[config.mk]
export PLATFORM = sky130hd
export DESIGN_NAME = seg_ctrl
export DESIGN_NICKNAME = d
export VERILOG_FILES = /design/src/rtl/seg_pkg.sv /design/src/rtl/seg_blink_prescaler.sv /design/src/rtl/seg_ctrl.sv
export SDC_FILE = /design/constraint.sdc
export NUM_CORES = 1
export LEC_CHECK = 0
export ABC_CLOCK_PERIOD_IN_PS = 5600
export CAP_MARGIN = 20
export CORE_AREA = 2 2 64 79
export DETAILED_ROUTE_END_ITERATION = 8
export DIE_AREA = 0 0 66 81
export PLACE_DENSITY_LB_ADDON = 0.25
export SLEW_MARGIN = 0
export SYNTH_ARGS = -nofsm -noshare
export SYNTH_HDL_FRONTEND = slang
export SYNTH_HIERARCHICAL = 1
export SYNTH_SLANG_ARGS = --single-unit
export TNS_END_PERCENT = 5
[constraint.sdc]
create_clock -name clk -period 5.6 [get_ports clk]
set_input_delay 0.56 -clock clk [delete_from_list [all_inputs] [get_ports clk]]
set_output_delay 0.56 -clock clk [all_outputs]
set_load 0.005 [all_outputs]
[src/rtl/seg_pkg.sv]
// Shared definitions for the two-digit seven-segment display controller.
// Provides the digit width, the largest displayable value and the state
// encoding of the binary-to-BCD conversion FSM.
package seg_pkg;

    localparam int SEG_DIGIT_W   = 4;
    localparam int SEG_MAX_VALUE = 99;

    typedef enum logic {
        IDLE = 1'b0,
        CONV = 1'b1
    } seg_state_t;

endpackage

[src/rtl/seg_blink_prescaler.sv]
// Blink prescaler for the seven-segment display.
// While enabled, a counter runs 0..BLINK_DIV-1 and the phase output toggles
// each time the counter wraps. When disabled, the counter and phase are held
// at 0, so blinking always restarts from the visible half-period.
//
// Ports:
//   clk   - system clock, rising edge
//   rst   - asynchronous active-high reset
//   en    - run the prescaler
//   phase - blink phase, 1 during the blanked half-period
module seg_blink_prescaler #(
    parameter int BLINK_DIV = 6_000_000
) (
    input  logic clk,
    input  logic rst,
    input  logic en,
    output logic phase
);

    localparam int CNT_W = (BLINK_DIV > 2) ? $clog2(BLINK_DIV) : 1;
    localparam logic [CNT_W-1:0] CNT_LAST = CNT_W'(BLINK_DIV - 1);

    logic [CNT_W-1:0] count;

    always_ff @(posedge clk or posedge rst) begin
        if (rst) begin
            count <= '0;
            phase <= 1'b0;
        end else if (!en) begin
            count <= '0;
            phase <= 1'b0;
        end else if (count == CNT_LAST) begin
            count <= '0;
            phase <= ~phase;
        end else begin
            count <= count + CNT_W'(1);
        end
    end

endmodule

[src/rtl/seg_ctrl.sv]
// Sequencing controller for the two-digit seven-segment display.
// Accepts an 8-bit binary value over a valid/ready handshake, clamps it to 99,
// converts it to tens/units by repeated subtraction of ten and presents the
// digits only once the conversion is complete. Also produces per-digit blank
// strobes for blinking and leading-zero suppression.
//
// Ports:
//   clk        - system clock, rising edge
//   rst        - asynchronous active-high reset
//   in_valid   - a new value is offered
//   in_ready   - controller can accept a value (IDLE)
//   in_value   - binary value to display
//   blink_en   - blink both digits
//   seg_data_1 - tens digit, 0-9
//   seg_data_2 - units digit, 0-9
//   blank_1    - suppress tens digit
//   blank_2    - suppress units digit
//   ovf        - last accepted value exceeded 99
module seg_ctrl
    import seg_pkg::*;
#(
    parameter int BLINK_DIV   = 6_000_000,
    parameter int LZ_SUPPRESS = 1
) (
    input  logic                   clk,
    input  logic                   rst,
    input  logic                   in_valid,
    output logic                   in_ready,
    input  logic [7:0]             in_value,
    input  logic                   blink_en,
    output logic [SEG_DIGIT_W-1:0] seg_data_1,
    output logic [SEG_DIGIT_W-1:0] seg_data_2,
    output logic                   blank_1,
    output logic                   blank_2,
    output logic                   ovf
);

    localparam logic [7:0] MAX_VALUE = 8'(SEG_MAX_VALUE);
    localparam logic       LZ_ON     = (LZ_SUPPRESS != 0);

    seg_state_t             state;
    seg_state_t             state_next;
    logic [6:0]             remainder;
    logic [SEG_DIGIT_W-1:0] tens;
    logic                   accept;
    logic                   commit;
    logic                   phase;
    logic [6:0]             clamped;

    // Clamping before loading keeps remainder within 7 bits and tens within 0-9.
    assign clamped = (in_value > MAX_VALUE) ? MAX_VALUE[6:0] : in_value[6:0];

    always_ff @(posedge clk or posedge rst) begin
        if (rst) begin
            state <= IDLE;
        end else begin
            state <= state_next;
        end
    end

    always_comb begin
        state_next = state;
        in_ready   = 1'b0;
        accept     = 1'b0;
        commit     = 1'b0;
        unique case (state)
            IDLE: begin
                in_ready = 1'b1;
                if (in_valid) begin
                    accept     = 1'b1;
                    state_next = CONV;
                end
            end
            CONV: begin
                if (remainder < 7'd10) begin
                    commit     = 1'b1;
                    state_next = IDLE;
                end
            end
            default: state_next = IDLE;
        endcase
    end

    // Working registers are separate from the output digits so that a partial
    // result is never visible; the outputs move only on the commit edge.
    always_ff @(posedge clk or posedge rst) begin
        if (rst) begin
            remainder  <= '0;
            tens       <= '0;
            ovf        <= 1'b0;
            seg_data_1 <= '0;
            seg_data_2 <= '0;
        end else if (accept) begin
            remainder <= clamped;
            tens      <= '0;
            ovf       <= (in_value > MAX_VALUE);
        end else if (commit) begin
            seg_data_1 <= tens;
            seg_data_2 <= remainder[SEG_DIGIT_W-1:0];
        end else if (state == CONV) begin
            remainder <= remainder - 7'd10;
            tens      <= tens + 4'd1;
        end
    end

    seg_blink_prescaler #(
        .BLINK_DIV(BLINK_DIV)
    ) u_prescaler (
        .clk  (clk),
        .rst  (rst),
        .en   (blink_en),
        .phase(phase)
    );

    assign blank_2 = blink_en & phase;
    assign blank_1 = (blink_en & phase) | (LZ_ON & (seg_data_1 == '0));

endmodule

==> qor.csv <==
metric,value,unit
drt-total-wl,4290,µm
drt_pass1_iterations,4,
max_stage_delay,550,ps
start_util,0.484,
final_util,0.556,
syn-num-nets,241,
power_frac_clock,0.196,
worstHoldStart,tens[3],
synthFlopType,dfrtp_1,
cts_hold_buf,0,
fmax,414,MHz
ff2ff_path_depth,5,
drc,0,
hold-path-endpoint,tens[3],
die_w,66,µm
worstPathArrival,1850,ps
worst_pin_slew,928,ps
cts_tree,built,
drv_cap,0,
gr-total-overflow,0,
yosysWarningCount,6,
mostFrequentLayoutCells,"45 x dfrtp_1, 25 x nand2_1, 23 x clkdlybuf4s50_1",
crit_fanout,4,
drive_gt1_frac,0.0884,
slew_violations,0,
r2r-start,u_prescaler/count[0],
drt_iter0_markers,78,
hp-class,register to register,
ctsResizeCount,0,
gp_congestion,0.817,
slowest_stage,clkdlybuf4s50_1,
total_power,995,µW
rows,28,
drt-vias-per-instance,5.61,
antennaDiodeCount,0,
fin_crit_sh,0.431,
worstSetupStartpointType,input port,
cts-root-buf,clkbuf_8,
dieArea,5350,µm²
syn_to_final_growth,14.9,%
synthCells,226,
path_cells,clkdlybuf4s50_1 > nand2_1 > o41ai_1 > clkdlybuf4s50_1,
hold_viol_final,0,
combPwrFrac,0.329,
crit_type,input port to output port,
rsz0062_at_grt,false,
wl_per_cell,13.9,µm
finalNetCount,263,
cpMostUsedCell,clkdlybuf4s50_1,
dpl.cell_count,301,
swShare,0.328,
synth-seq-cells,45,
synth_cell_types,49,
p_int,669,µW
antenna_left,0,
max-vdd-ir-drop,225,µV
via_count,1735,
cts_setup_buffers,0,
coreArea,4690,µm²
status,finished clean,
r2r-end,u_prescaler/count[8],
ctsLongestPathBuffers,2,
synth_edf_count,0,
holdPathStages,1,
min_period,2410,ps
yosysSeqAreaShare,0.495,
final_cells,309,
gr-usage-all-layers,0.185,
io_pins,24,
die_h,81,µm
crit_start,blink_en,
cts_buffers,5,
finalSetupTns,0,ps
clkTransAtPathRegs,80,ps
r2r_slack,3450,ps
ys_async_sr_fraction,1.00,
fin_skew,3.55,ps
synth.avg_cell_area,10.1,µm²
placed_area,2520,µm²
h-tree-depth,2,
required,5040,ps
final_common_cell,dfrtp_1,
grt_max_degree,25,
cp-end-kind,output port,
clk_latency,290,ps
p_sw,326,µW
crit_family,buffers and inverters,
portBuffers,23,
relSlewSlack,0.381,
leakagePower,1.08,nW
cts_sinks,45,
synthesis.area,2270,µm²
setup_viol,0,
grt_pass1_vias,1789,
antenna_found_initial,0,
cp.buffers_inverters,2,
stdcell_area,2610,µm²
powerDensity,381,nW/µm²
place_hpwl,3110,µm
grt_pass1_wl,7730,µm
p_seq_frac,0.475,
==> area by class of cell <==
class                   instances  area (µm²)
clock inverters                 3        17.5
repair buffers                 23         230
flip-flops and latches         45        1130
well taps                      60        75.1
fillers                       433        2080
multi-input cells             161        1050
inverters                      12        45.0
clock buffers                   5        68.8
==> through the flow <==
step	hold slack, ps	setup slack, ps
6_report	483	3190
3_3_place_gp	463	3190
5_1_grt	511	3070
3_5_place_dp	478	3170
4_1_cts	490	3170
2_1_floorplan	445	3810
==> worst max-delay path by stage <==
stage,depth (start not counted),slack (ps),endpoint
2_1_floorplan,7,3810,u_prescaler/count[10]
3_3_place_gp,4,3190,blank_1
3_5_place_dp,4,3170,blank_1
4_1_cts,4,3170,blank_1
5_1_grt,4,3070,blank_1
6_report,4,3190,blank_1
==> flip-flops by register name (all words and copies together), names as in the netlist <==
name / flops
remainder: 7
u_prescaler/phase: 1
tens: 4
seg_data_2: 4
u_prescaler/count: 23
seg_data_1: 4
ovf: 1
state: 1
==> synth_stat cells (all sizes together), types with 5 or more instances <==
library cell | n | area share
inv | 12 | 0.020
dfrtp | 45 | 0.50
nand4 | 8 | 0.022
o31ai | 6 | 0.020
mux2 | 5 | 0.031
xnor2 | 6 | 0.023
nor2 | 17 | 0.028
or4 | 7 | 0.025
nand2 | 25 | 0.041
a21oi | 11 | 0.024
nand3 | 7 | 0.020
o21ai | 16 | 0.035
xor2 | 5 | 0.019
buf | 5 | 0.015
or3 | 5 | 0.014
==> power by group through the flow <==
stage / Combinational [mW] / Sequential (mW) / Clock [mW]
floorplan: 0.230 / 0.461 / 0
global placement: 0.328 / 0.479 / 0
detailed placement: 0.333 / 0.478 / 0
CTS: 0.333 / 0.473 / 0.202
global route: 0.369 / 0.486 / 0.217
finish: 0.327 / 0.473 / 0.195
==> per-layer routing <==
metal | up-vias | part of all wire | track usage
met5 | - | 0 | 0
met2 | 22 | 0.52 | 0.345
met3 | 5 | 0.027 | 0.0388
met1 | 849 | 0.44 | 0.209
met4 | 0 | 0.012 | 0.0551
li1 | 859 | - | -
==> cell families after synthesis <==
logic type,Yosys count,synth area share
and+or+nand+nor,90,0.219
AOI/OAI and AO/OA,49,0.137
DFF,45,0.495
buffers and inverters,20,0.0451
xor gates and xnor gates,11,0.0424
muxes,8,0.0446
adders and majority gates,3,0.0165
==> worst register-to-register path, delay by kind of cell (launching register included) <==
| family | cells | cell delay [ps] |
|---|---|---|
| AO/OA/AOI/OAI | 1 | 780 |
| adder cells (fa/ha/maj) | 1 | 210 |
| flip-flops | 1 | 400 |
| AND/OR/NAND/NOR | 3 | 620 |
Power figures use the tool's default switching activity.
